`src/rtl/ret_addr_stack_pkg.sv`:
```
// ---------------------------------------------------------------------------
// ret_addr_stack_pkg
//   Shared processor constants and helpers for the return-address stack.
//   PC_W is the program-counter width. The stack defaults (address width and
//   entry count) live beside it so the PC block and the stack stay in step.
//   ras_decode() collapses the push/pop/clear inputs into a single operation
//   code, so the stack's next-state logic reads as a case over operations.
// ---------------------------------------------------------------------------
package ret_addr_stack_pkg;

    localparam int PC_W      = 12;
    localparam int RAS_D     = PC_W;
    localparam int RAS_DEPTH = 4;

    typedef enum logic [2:0] {
        OP_NONE    = 3'd0,
        OP_PUSH    = 3'd1,
        OP_POP     = 3'd2,
        OP_REPLACE = 3'd3,
        OP_CLEAR   = 3'd4
    } ras_op_e;

    // Clear wins over everything else. Push and pop together on a non-empty
    // stack replace the top entry. On an empty stack there is nothing to
    // replace, so it degrades to a plain push and the pop is ignored
    // (underflow is not set).
    function automatic ras_op_e ras_decode(input logic clr,
                                           input logic psh,
                                           input logic pp,
                                           input logic is_empty);
        ras_op_e op;
        if (clr)                      op = OP_CLEAR;
        else if (psh && pp && !is_empty) op = OP_REPLACE;
        else if (psh)                 op = OP_PUSH;
        else if (pp)                  op = OP_POP;
        else                          op = OP_NONE;
        return op;
    endfunction

endpackage

```
`src/rtl/ret_addr_stack_if.sv`:
```
// ---------------------------------------------------------------------------
// ret_addr_stack_if
//   Bundles the control inputs and status outputs of the return-address stack.
//   Command side (master drives, slave receives):
//     push, push_addr  call taken; link address to save
//     pop              return instruction executing
//     clear            synchronous flush of all entries
//   Status side (slave drives, master receives):
//     top              current top-of-stack address (0 when empty)
//     empty, full      count == 0 / count == DEPTH
//     count            number of valid entries
//     overflow         sticky: a push arrived while the stack was full
//     underflow        sticky: a pop arrived while the stack was empty
// ---------------------------------------------------------------------------
interface ret_addr_stack_if
    import ret_addr_stack_pkg::*;
#(
    parameter int D     = RAS_D,
    parameter int DEPTH = RAS_DEPTH
);
    logic                       push;
    logic [D-1:0]               push_addr;
    logic                       pop;
    logic                       clear;
    logic [D-1:0]               top;
    logic                       empty;
    logic                       full;
    logic [$clog2(DEPTH):0]     count;
    logic                       overflow;
    logic                       underflow;

    modport master (
        output push, push_addr, pop, clear,
        input  top, empty, full, count, overflow, underflow
    );

    modport slave (
        input  push, push_addr, pop, clear,
        output top, empty, full, count, overflow, underflow
    );
endinterface

```
`src/rtl/ret_addr_stack.sv`:
```
// ---------------------------------------------------------------------------
// ret_addr_stack
//   Hardware return-address stack, implemented as a circular buffer of DEPTH
//   entries. wp points at the next free slot, so the top entry is mem[wp-1].
//   When the stack is full, a push overwrites the oldest entry, so the
//   newest DEPTH call sites are always kept. All status outputs are decoded
//   from registered state. Nothing from push or pop reaches top in the same
//   cycle.
//   Ports:
//     clk    sole clock, rising edge
//     reset  asynchronous, active-low
//     bus    ret_addr_stack_if.slave (commands in, status out)
// ---------------------------------------------------------------------------
module ret_addr_stack
    import ret_addr_stack_pkg::*;
#(
    parameter int D     = RAS_D,
    parameter int DEPTH = RAS_DEPTH
)(
    input  logic              clk,
    input  logic              reset,
    ret_addr_stack_if.slave   bus
);
    localparam int AW = $clog2(DEPTH);

    logic [D-1:0]  mem_q [DEPTH];

    logic [AW-1:0] wp_q,  wp_d;
    logic [AW:0]   count_q, count_d;
    logic          overflow_q, overflow_d;
    logic          underflow_q, underflow_d;

    logic          mem_we;
    logic [AW-1:0] mem_widx;
    logic [AW-1:0] wp_m1;
    logic          is_empty, is_full;
    ras_op_e       op;

    assign wp_m1    = wp_q - AW'(1);
    assign is_empty = (count_q == '0);
    assign is_full  = (count_q == (AW+1)'(DEPTH));
    assign op       = ras_decode(bus.clear, bus.push, bus.pop, is_empty);

    always_comb begin
        wp_d        = wp_q;
        count_d     = count_q;
        overflow_d  = overflow_q;
        underflow_d = underflow_q;
        mem_we      = 1'b0;
        mem_widx    = wp_q;
        case (op)
            OP_CLEAR: begin
                wp_d        = '0;
                count_d     = '0;
                overflow_d  = 1'b0;
                underflow_d = 1'b0;
            end
            OP_PUSH: begin
                // When the stack is full, slot wp holds the oldest entry,
                // so writing there drops it and count stays at DEPTH.
                mem_we = 1'b1;
                wp_d   = wp_q + AW'(1);
                if (is_full) overflow_d = 1'b1;
                else         count_d    = count_q + (AW+1)'(1);
            end
            OP_POP: begin
                if (is_empty) begin
                    underflow_d = 1'b1;
                end else begin
                    wp_d    = wp_m1;
                    count_d = count_q - (AW+1)'(1);
                end
            end
            OP_REPLACE: begin
                mem_we   = 1'b1;
                mem_widx = wp_m1;
            end
            default: ;
        endcase
    end

    always_ff @(posedge clk or negedge reset) begin
        if (!reset) begin
            wp_q        <= '0;
            count_q     <= '0;
            overflow_q  <= 1'b0;
            underflow_q <= 1'b0;
        end else begin
            wp_q        <= wp_d;
            count_q     <= count_d;
            overflow_q  <= overflow_d;
            underflow_q <= underflow_d;
        end
    end

    // Storage is not reset. Stale entries are hidden by the count==0 gate
    // on top, and they are always rewritten before they become visible again.
    always_ff @(posedge clk) begin
        if (mem_we) mem_q[mem_widx] <= bus.push_addr;
    end

    assign bus.top       = is_empty ? '0 : mem_q[wp_m1];
    assign bus.empty     = is_empty;
    assign bus.full      = is_full;
    assign bus.count     = count_q;
    assign bus.overflow  = overflow_q;
    assign bus.underflow = underflow_q;

endmodule

```
`src/flat_wrapper.sv`:
```
// flat-port wrapper written by rule: the top's interface ports become plain ports
module ret_addr_stack_flat import ret_addr_stack_pkg::*;
#(
    parameter int D     = RAS_D,
    parameter int DEPTH = RAS_DEPTH
)
  (clk, reset, bus_push, bus_push_addr, bus_pop, bus_clear, bus_top, bus_empty, bus_full, bus_count, bus_overflow, bus_underflow);
  ret_addr_stack_if #(.D(D), .DEPTH(DEPTH)) bus_i ();
  input  logic clk;
  input  logic reset;
  input wire logic [$bits(bus_i.push)-1:0] bus_push;
  input wire logic [$bits(bus_i.push_addr)-1:0] bus_push_addr;
  input wire logic [$bits(bus_i.pop)-1:0] bus_pop;
  input wire logic [$bits(bus_i.clear)-1:0] bus_clear;
  output wire logic [$bits(bus_i.top)-1:0] bus_top;
  output wire logic [$bits(bus_i.empty)-1:0] bus_empty;
  output wire logic [$bits(bus_i.full)-1:0] bus_full;
  output wire logic [$bits(bus_i.count)-1:0] bus_count;
  output wire logic [$bits(bus_i.overflow)-1:0] bus_overflow;
  output wire logic [$bits(bus_i.underflow)-1:0] bus_underflow;
  assign bus_i.push = bus_push;
  assign bus_i.push_addr = bus_push_addr;
  assign bus_i.pop = bus_pop;
  assign bus_i.clear = bus_clear;
  assign bus_top = bus_i.top;
  assign bus_empty = bus_i.empty;
  assign bus_full = bus_i.full;
  assign bus_count = bus_i.count;
  assign bus_overflow = bus_i.overflow;
  assign bus_underflow = bus_i.underflow;
  ret_addr_stack #(.D(D), .DEPTH(DEPTH)) u_core (.clk(clk), .reset(reset), .bus(bus_i));
endmodule
```
`config.mk`:
```
export PLATFORM = sky130hd
export DESIGN_NAME = ret_addr_stack_flat
export DESIGN_NICKNAME = d
export VERILOG_FILES = /design/src/rtl/ret_addr_stack_pkg.sv /design/src/rtl/ret_addr_stack_if.sv /design/src/rtl/ret_addr_stack.sv /design/src/flat_wrapper.sv
export SDC_FILE = /design/constraint.sdc
export NUM_CORES = 1
export LEC_CHECK = 0
export CORE_MARGIN = 1.5
export CORE_UTILIZATION = 48
export CTS_CLUSTER_DIAMETER = 150
export DETAILED_ROUTE_END_ITERATION = 12
export PLACE_DENSITY = 0.76
export SLEW_MARGIN = 15
export SYNTH_ARGS = -nofsm -noshare
export SYNTH_HDL_FRONTEND = slang
export SYNTH_SLANG_ARGS = --single-unit
```
`constraint.sdc`:
```
create_clock -name clk -period 2.6 [get_ports clk]
set_input_delay 0.26 -clock clk [delete_from_list [all_inputs] [get_ports clk]]
set_output_delay 0.26 -clock clk [all_outputs]
set_load 0.02 [all_outputs]
```
==> results of run 1 <==
==> final cells by class <==
type	count	area [sq um]	share of cell area (%)
sequential	55	1620	54.7
clock inverter	3	20.0	0.677
clock buffer	5	68.8	2.33
multi-input combinational	74	729	24.7
inverter	1	3.75	0.127
timing repair buffer	46	433	14.6
tap	67	83.8	2.84
==> worst register-to-register path: stages (launching register included) <==
cell and delay [ns]:
dfrtp_1 0.54, o31ai_4 0.46, xor2_1 0.28, nor3b_2 0.25, buf_4 0.22
==> power by group through the flow <==
stage	Combinational, W	Sequential (W)	Clock (W)
after global routing	0.000789	0.00113	0.000489
after detailed placement	0.000737	0.00114	0
after floorplan	0.000479	0.00109	0
final	0.000729	0.00112	0.000447
after CTS	0.000741	0.00112	0.000460
after global placement	0.000729	0.00113	0
==> Yosys cell counts (2+ instances only) <==
cell,number
buf_2,4
a31oi_1,2
mux4_2,12
nor3b_1,4
or2_2,2
nand3b_1,2
buf_6,2
o211ai_1,3
nor2b_1,13
a21oi_1,4
nand2b_1,2
xor2_1,2
mux2i_1,2
dfrtp_1,7
nand3_1,3
nor2_1,5
clkbuf_1,5
edfxtp_1,48
==> kinds of logic (layout without fill, tap and decap cells) <==
group | after synthesis | in the layout | share of synthesized area [%]
buffers and inverters | 13 | 55 | 3.01
and+or+nand+nor | 41 | 41 | 11.0
DFF | 55 | 55 | 67.1
AOI/OAI and AO/OA | 15 | 15 | 4.83
xor gates and xnor gates | 2 | 2 | 0.727
adders and majority gates | 1 | 1 | 0.831
muxes | 15 | 15 | 12.5
==> state kept, by name (all words and copies together) (netlist names) <==
name,cells
u_core.mem_q,48
u_core.bus.underflow,1
u_core.bus.count,3
u_core.bus.overflow,1
u_core.wp_q,2
==> worst min path at each step <==
stage | endpoint | slack (ns) | depth (start not counted)
floorplan | u_core.bus.count[0] | -0.04 | 0
global placement | u_core.bus.underflow | 0.48 | 2
detailed placement | u_core.bus.underflow | 0.50 | 2
CTS | u_core.bus.count[0] | 0.23 | 1
global route | u_core.bus.count[1] | 0.25 | 1
finish | u_core.bus.count[1] | 0.22 | 1
==> cell usage in the layout, fill, tap and decap left out, types with 2 or more instances in the layout <==
| cell | count |
|---|---|
| buf_4 | 11 |
| a31oi_1 | 2 |
| dfrtp_1 | 6 |
| mux4_2 | 12 |
| a21oi_1 | 4 |
| clkdlybuf4s50_1 | 35 |
| nor2_1 | 5 |
| nor3b_1 | 3 |
| nand3b_1 | 2 |
| xor2_1 | 2 |
| mux2i_1 | 2 |
| nand3_1 | 3 |
| edfxtp_1 | 48 |
| nand2b_1 | 2 |
| o211ai_1 | 3 |
| nor2b_1 | 13 |
| clkbuf_8 | 5 |
| or2_2 | 2 |
==> what timing repair did <==
| action | 4_1_cts | 5_1_grt |
|---|---|---|
| setup buffers | 0 | 0 |
| endpoints found under the setup margin | 1 | 0 |
| gates resized for setup | 1 | 0 |
| endpoints found under the hold margin | 0 | 0 |
==> through the flow <==
stage               cell area, sq um  util (%)
floorplan                       2410         -
global placement                2870      59.9
detailed placement              2870      59.9
CTS                             2960      61.8
global route                    2960      61.8
finish                          2960      61.8
==> per-layer routing <==
layer,vias up,share of wire (%),wire (um),global-route usage [%]
met4,0,0.97,40,4.94
met3,4,3.3,138,3.29
li1,637,-,-,-
met5,-,0,0,0
met1,707,44,1830,23.4
met2,32,51,2120,28.2
==> metrics.txt, run 1 <==
Final Hold Fails 0; Vias 1,380; clock network power share 19.5%; sequential share of power 48.7%; WL final 4.13 mm; worst r2r src u_core.bus.count[0]; GRT Residual Overflow 0; Synth Area per Inst 17.0 sq um; Clock Latency Late Sink 0.30 ns; sw frac 29.8%; Critical Path AT 2.17 ns; Initial Util 50.3%; fin crit share 93.6%; Mapped Area 0.00241 sq mm; CTS Buf Count 5; crit path capture bus_top[3]; relative slew slack 70.0%; worst slack, placed 0.295 ns; Min Hold Slack 0.224 ns; Tightest Pin Transition 0.450 ns; Max Slew Vio Count 0; startpoint type of the worst setup path flip-flop; Worst R2R Setup Slack 0.56 ns; FF+latch count, synth 55; R2R cell count 4; DR iter-0 viols 56; Post-DRT Antenna Nets 0; Synth Warn # 0; worst endpoint required time 2.34 ns; clk slew on worst S/H paths 0.09 ns; num rows 25; Post-Route Setup TNS 0 ns; drt first pass iters 4; CTS tree built; syn nets 160; global-route wire length before repair 6.79 mm; achievable clock frequency 411 MHz; Largest delay share family, worst path buffers and inverters; CP startpoint u_core.wp_q[0]; Power Total 0.00229 W; die area 0.00545 sq mm; worst min path class in -> async; status finished, final reports clean; Yosys top cell area share 59.8%; GRT Overall Usage 17.1%; vias in the first global route 1,356; crit end category output port; Pleak 0.977 nW; Wirelength per Cell 16.5 um; P_int 0.00161 W; Comb pwr share 31.8%; Yosys cell types 38; pwr dens 775 mW/mm^2; Hold-fix buffers, CTS 0; placed cell count 243; Async SR Flop Fraction 12.7%; dominant cells by area after synthesis edfxtp_1 60%, mux4_2 11%, dfrtp_1 7.3%; Worst Skew 0.00614 ns; die height 73.8 um; Via density 5.50; kind of critical path reg -> out; gpl congestion 0.880; CP max-delay cell clkdlybuf4s50_1; layout cells sized above 1 21.2%; Filler Cells Inserted 358; Final WS setup 0.166 ns; Largest stage delay, worst path 0.55 ns; io pins 36; DP Wirelength 2.81 mm; H-tree depth 2; Setup-failing EPs final 0; critical-path cell list buf_4 -> mux4_2 -> nor2b_1 -> clkdlybuf4s50_1; peak supply drop 0.533 mV; Max Root-Sink Buffers 2; Area Growth Syn to Fin 22.8%; Psw 0.000682 W; Post-synth EDFFs 48; clock tree root driver cell clkbuf_8; DRC viols 0; diode count 0; register area share after synthesis 67.1%; cell taking the most area after synthesis edfxtp_1; Synth Flop Type edfxtp_1; I/O Buffers 35; CTS Sinks 55; Syn Inst Count 142; final period demand of the worst path 2.43 ns; RR Endpoint u_core.mem_q[0][8]; pin count of the biggest net entering global routing 23; core area 0.00479 sq mm; Final nets 201; WP depth 4; antenna violations before repair 0; die width 73.8 um; CP max FO 20; non-filler cells, final 251; Max Cap Viol 0; CP Buf/Inv Count 2; RSZ-0062 raised after global routing no
Power figures use the tool's default switching activity.
==> run 2, diff against run 1 <==
--- a/config.mk
+++ b/config.mk
@@ -6,10 +6,10 @@
 export NUM_CORES = 1
 export LEC_CHECK = 0
 export CORE_MARGIN = 1.5
-export CORE_UTILIZATION = 48
+export CORE_UTILIZATION = 53
 export CTS_CLUSTER_DIAMETER = 150
 export DETAILED_ROUTE_END_ITERATION = 12
-export PLACE_DENSITY = 0.76
+export PLACE_DENSITY = 0.79
 export SLEW_MARGIN = 15
 export SYNTH_ARGS = -nofsm -noshare
 export SYNTH_HDL_FRONTEND = slang
==> constraint.sdc (replaced) <==
create_clock -name clk -period 2.5 [get_ports clk]
set_input_delay 0.25 -clock clk [delete_from_list [all_inputs] [get_ports clk]]
set_output_delay 0.25 -clock clk [all_outputs]
set_load 0.02 [all_outputs]
==> run 2 against run 1 <==
Effect of this change: clock skew is 0.00050 ns higher; hold slack worse by 0.0044 ns; first-iteration DRC count is 20% lower; global-route usage is 2.3 points higher; sequential power hardly changed; routed wire length is 3.6% higher; via count is 1.1% lower; total power is 9.2% higher; cell area is 1.1% higher; cell count is 4.8% lower; largest cell class unchanged.
==> metrics.txt, run 2 (synthesized netlist as in run 1, its figures left out) <==
pin count of the biggest net entering global routing 19; critical-path cell list buf_4 -> mux4_2 -> nor2b_1 -> clkdlybuf4s50_1; die width 70.4 um; gpl congestion 0.840; Worst Skew 0.00664 ns; worst endpoint required time 2.25 ns; relative slew slack 67.5%; Max Slew Vio Count 0; core area 0.00435 sq mm; kind of critical path reg -> out; Initial Util 55.3%; Pleak 1.01 nW; CTS Sinks 55; Via density 5.71; GRT Residual Overflow 0; H-tree depth 2; post-CTS setup buffer count 0; Final Hold Fails 0; Final nets 205; Max Root-Sink Buffers 2; clk slew on worst S/H paths 0.09 ns; Vias 1,365; Worst R2R Setup Slack 0.43 ns; CP max FO 13; max reg flops 48; num rows 24; final period demand of the worst path 2.40 ns; Clock Latency Late Sink 0.30 ns; fin crit share 95.8%; most frequent cells in the layout 48 x edfxtp_1, 35 x clkdlybuf4s50_1, 15 x buf_4; peak supply drop 0.527 mV; Critical Path AT 2.15 ns; Final Instance Area 0.00299 sq mm; CTS tree built; CTS Buf Count 5; Area Growth Syn to Fin 24.2%; GRT Overall Usage 19.5%; global-route wire length before repair 7.25 mm; CP Buf/Inv Count 2; Filler Cells Inserted 288; crit end category output port; die height 70.4 um; worst r2r src u_core.bus.count[0]; status finished, final reports clean; layout cells sized above 1 22.5%; diode count 0; antenna violations before repair 0; Largest delay share family, worst path buffers and inverters; WL final 4.28 mm; Placed Area 0.00288 sq mm; Wirelength per Cell 17.9 um; io pins 36; die area 0.00496 sq mm; Setup-failing EPs final 0; clock tree root driver cell clkbuf_8; startpoint type of the worst setup path flip-flop; R2R cell count 4; Largest stage delay, worst path 0.55 ns; most common cell after layout, fill and taps aside edfxtp_1; Tightest Pin Transition 0.488 ns; CP max-delay cell clkdlybuf4s50_1; DP Wirelength 3.04 mm; Max Cap Viol 0; vias in the first global route 1,471; I/O Buffers 35; RR Endpoint u_core.mem_q[0][0]; DRC viols 0; DR iter-0 viols 45; Post-DRT Antenna Nets 0; RSZ-0062 raised after global routing no; Post-Route Setup TNS 0 ns; worst min path class in -> async; largest register by flop count u_core.mem_q; drt first pass iters 4; achievable clock frequency 417 MHz; pwr dens 837 mW/mm^2
[run 2: cell types whose count changed in the layout (fill, tap and decap cells not counted), sizes merged]
cell,change
bufinv,+1
buf,+4
clkinv,-2
[run 2: cell type report]
cell class | count | area [sq um] | area share (%)
inverters | 1 | 3.75 | 0.126
clock inverters | 2 | 37.5 | 1.26
repair buffers | 50 | 463 | 15.5
multi-input cells | 74 | 736 | 24.6
well taps | 52 | 65.1 | 2.18
clock buffers | 5 | 68.8 | 2.30
flip-flops and latches | 55 | 1620 | 54.1
[run 2: power breakdown]
| part | leakage [nW] | total, W | switching (W) | internal [W] |
|---|---|---|---|---|
| Sequential | 0.531 | 0.00114 | 0.0000642 | 0.00108 |
| Combinational | 0.430 | 0.000810 | 0.000391 | 0.000419 |
| Clock | 0.0502 | 0.000549 | 0.000256 | 0.000292 |
[run 2: stage by stage]
step | cells | setup WS, ns | power (W) | hold WS, ns | utilization [%]
4_1_cts | 239 | 0.0546 | 0.00253 | 0.217 | 68.5
6_report | 239 | 0.104 | 0.00250 | 0.219 | 68.7
5_1_grt | 239 | 0.00787 | 0.00263 | 0.242 | 68.7
3_5_place_dp | 232 | 0.170 | 0.00198 | 0.503 | 66.1
2_1_floorplan | 142 | 0.214 | 0.00164 | -0.0456 | -
3_3_place_gp | 232 | 0.227 | 0.00195 | 0.485 | 66.1
[run 2: metal layers]
layer / global-route usage [%] / part of all wire (%) / vias to the layer above / wire, um
met5: 0 / 0 / - / 0
met1: 24.6 / 41 / 684 / 1770
met2: 32.7 / 53 / 28 / 2280
met3: 5.05 / 3.9 / 6 / 166
met4: 6.84 / 1.4 / 0 / 61
li1: - / - / 647 / -
[run 2: worst max-delay path by stage]
stage	start	end	slack, ns	cells past startpoint
after floorplan	u_core.bus.count[0]	u_core.mem_q[1][0]	0.21	4
after global placement	bus_pop	u_core.mem_q[1][11]	0.23	5
after detailed placement	bus_pop	u_core.mem_q[1][3]	0.17	5
after CTS	u_core.wp_q[0]	bus_top[4]	0.05	4
after global routing	u_core.wp_q[0]	bus_top[10]	0.008	4
final	u_core.wp_q[0]	bus_top[4]	0.10	4
[run 2: repair_timing]
item | 4_1_cts | 5_1_grt
hold endpoints to repair | 0 | 0
hold buffers | 0 | 0
endpoints found under the setup margin | 0 | 11
gates resized for setup | 0 | 1
==> run 3, diff against run 2 <==
--- a/config.mk
+++ b/config.mk
@@ -5,11 +5,13 @@
 export SDC_FILE = /design/constraint.sdc
 export NUM_CORES = 1
 export LEC_CHECK = 0
+export CAP_MARGIN = 30
 export CORE_MARGIN = 1.5
 export CORE_UTILIZATION = 53
 export CTS_CLUSTER_DIAMETER = 150
 export DETAILED_ROUTE_END_ITERATION = 12
 export PLACE_DENSITY = 0.79
+export SKIP_LAST_GASP = 1
 export SLEW_MARGIN = 15
 export SYNTH_ARGS = -nofsm -noshare
 export SYNTH_HDL_FRONTEND = slang
==> constraint.sdc (replaced) <==
create_clock -name clk -period 2.85 [get_ports clk]
set_input_delay 0.285 -clock clk [delete_from_list [all_inputs] [get_ports clk]]
set_output_delay 0.285 -clock clk [all_outputs]
set_load 0.02 [all_outputs]
==> run 3 against run 2 <==
Effect of this change: core utilization fell by 0.40 points; sequential cell count is the same; combinational power decreased by 20%; clock power is 3% higher; critical path type unchanged; clock skew down 0.0018 ns.
==> metrics.txt, run 3 (synthesized netlist as in run 1, its figures left out) <==
status finished, final reports clean; Final Hold Fails 0; clock tree root driver cell clkbuf_8; layout cells sized above 1 20.2%; DR iter-0 viols 76; final period demand of the worst path 2.66 ns; core area 0.00435 sq mm; Worst Skew 0.00484 ns; Psw 0.000608 W; P_int 0.00164 W; Pleak 0.997 nW; diode count 0; Comb pwr share 28.9%; CTS resizes 0; Tightest Pin Transition 0.784 ns; CTS tree built; Final nets 200; die height 70.4 um; vias in the first global route 1,406; most common cell after layout, fill and taps aside edfxtp_1; drt first pass iters 4; achievable clock frequency 375 MHz; clock network power share 25.3%; pwr dens 756 mW/mm^2; Wirelength per Cell 17.8 um; I/O Buffers 35; WL final 4.17 mm; Setup-failing EPs final 0; die area 0.00496 sq mm; crit end category output port; RSZ-0062 raised after global routing no; peak supply drop 0.609 mV; gpl congestion 0.859; DRC viols 0; non-filler cells, final 235; Post-DRT Antenna Nets 0; Initial Util 55.3%; Critical Path AT 2.38 ns; sequential share of power 45.8%; pin count of the biggest net entering global routing 23; Via density 5.83; worst min path class in -> async; Post-Route Setup TNS 0 ns; most frequent cells in the layout 48 x edfxtp_1, 35 x clkdlybuf4s50_1, 13 x nor2b_1; Max Cap Viol 0; Max Root-Sink Buffers 2; DP Wirelength 2.91 mm; CTS Sinks 55; clk slew on worst S/H paths 0.09 ns; fin crit share 93.4%; max reg flops 48; Area Growth Syn to Fin 23.4%; die width 70.4 um; worst endpoint required time 2.57 ns; num rows 24; H-tree depth 2; CP max FO 9; post-CTS setup buffer count 0; kind of critical path reg -> out; placed cell count 227; Clock Latency Late Sink 0.29 ns; Vias 1,371; sw frac 27.0%; io pins 36; largest register by flop count u_core.mem_q; CTS Buf Count 5; Min Hold Slack 0.259 ns; relative slew slack 47.7%; global-route wire length before repair 6.82 mm; Max Slew Vio Count 0; R2R cell count 4; startpoint type of the worst setup path flip-flop; GRT Residual Overflow 0; antenna violations before repair 0; Hold-fix buffers, CTS 0; GRT Overall Usage 18.1%
[run 3: cell types whose count changed in the layout (fill, tap and decap cells not counted)]
cell | previous run | this run
clkbuf_1 | 0 | 1
buf_4 | 15 | 10
nor3_2 | 0 | 1
bufinv_16 | 1 | 2
nor3_4 | 1 | 0
clkinvlp_4 | 1 | 0
[run 3: stage by stage]
step	utilization (%)	area, sq um	worst slack [ns]	power, W
finish	68.3	2970	0.187	0.00225
global route	68.3	2970	0.0771	0.00234
CTS	68.3	2970	0.168	0.00227
detailed placement	65.2	2840	0.366	0.00170
global placement	65.2	2840	0.461	0.00169
floorplan	-	2410	0.230	0.00143
[run 3: worst paths after layout]
path | from | to | slack, ns
setup reg to reg | u_core.bus.count[0] | u_core.mem_q[0][5] | 0.51
max in group asynchronous | reset | u_core.bus.underflow | 2.34
setup / recovery | u_core.wp_q[0] | bus_top[10] | 0.19
min in group clk | u_core.bus.overflow | u_core.bus.overflow | 0.51
hold / removal | reset | u_core.bus.overflow | 0.26
hold reg to reg | u_core.bus.overflow | u_core.bus.overflow | 0.51
[run 3: cell type report]
| type | instances | area, sq um |
|---|---|---|
| flip-flops and latches | 55 | 1620 |
| fillers | 290 | 1380 |
| multi-input cells | 74 | 729 |
| repair buffers | 45 | 425 |
| clock buffers | 6 | 72.6 |
| well taps | 52 | 65.1 |
| clock inverters | 2 | 60.1 |
| inverters | 1 | 3.75 |
[run 3: layer usage]
metal | global-route usage, % | wire (um) | vias to the layer above
met5 | 0 | 0 | -
met4 | 4.70 | 17 | 0
met3 | 3.46 | 161 | 2
met2 | 29.8 | 2160 | 36
met1 | 25.0 | 1830 | 699
li1 | - | - | 634
[run 3: power by group through the flow]
stage / Combinational, W / Clock [W] / Sequential (W)
2_1_floorplan: 0.000435 / 0 / 0.000999
3_3_place_gp: 0.000646 / 0 / 0.00104
3_5_place_dp: 0.000656 / 0 / 0.00105
4_1_cts: 0.000661 / 0.000580 / 0.00103
5_1_grt: 0.000698 / 0.000605 / 0.00104
6_report: 0.000651 / 0.000568 / 0.00103
[run 3: worst max-delay path, stage by stage (launching register included)]
cell,delay (ns)
dfrtp_1,0.60
buf_4,0.26
mux4_2,0.52
nor2b_1,0.16
clkdlybuf4s50_1,0.55
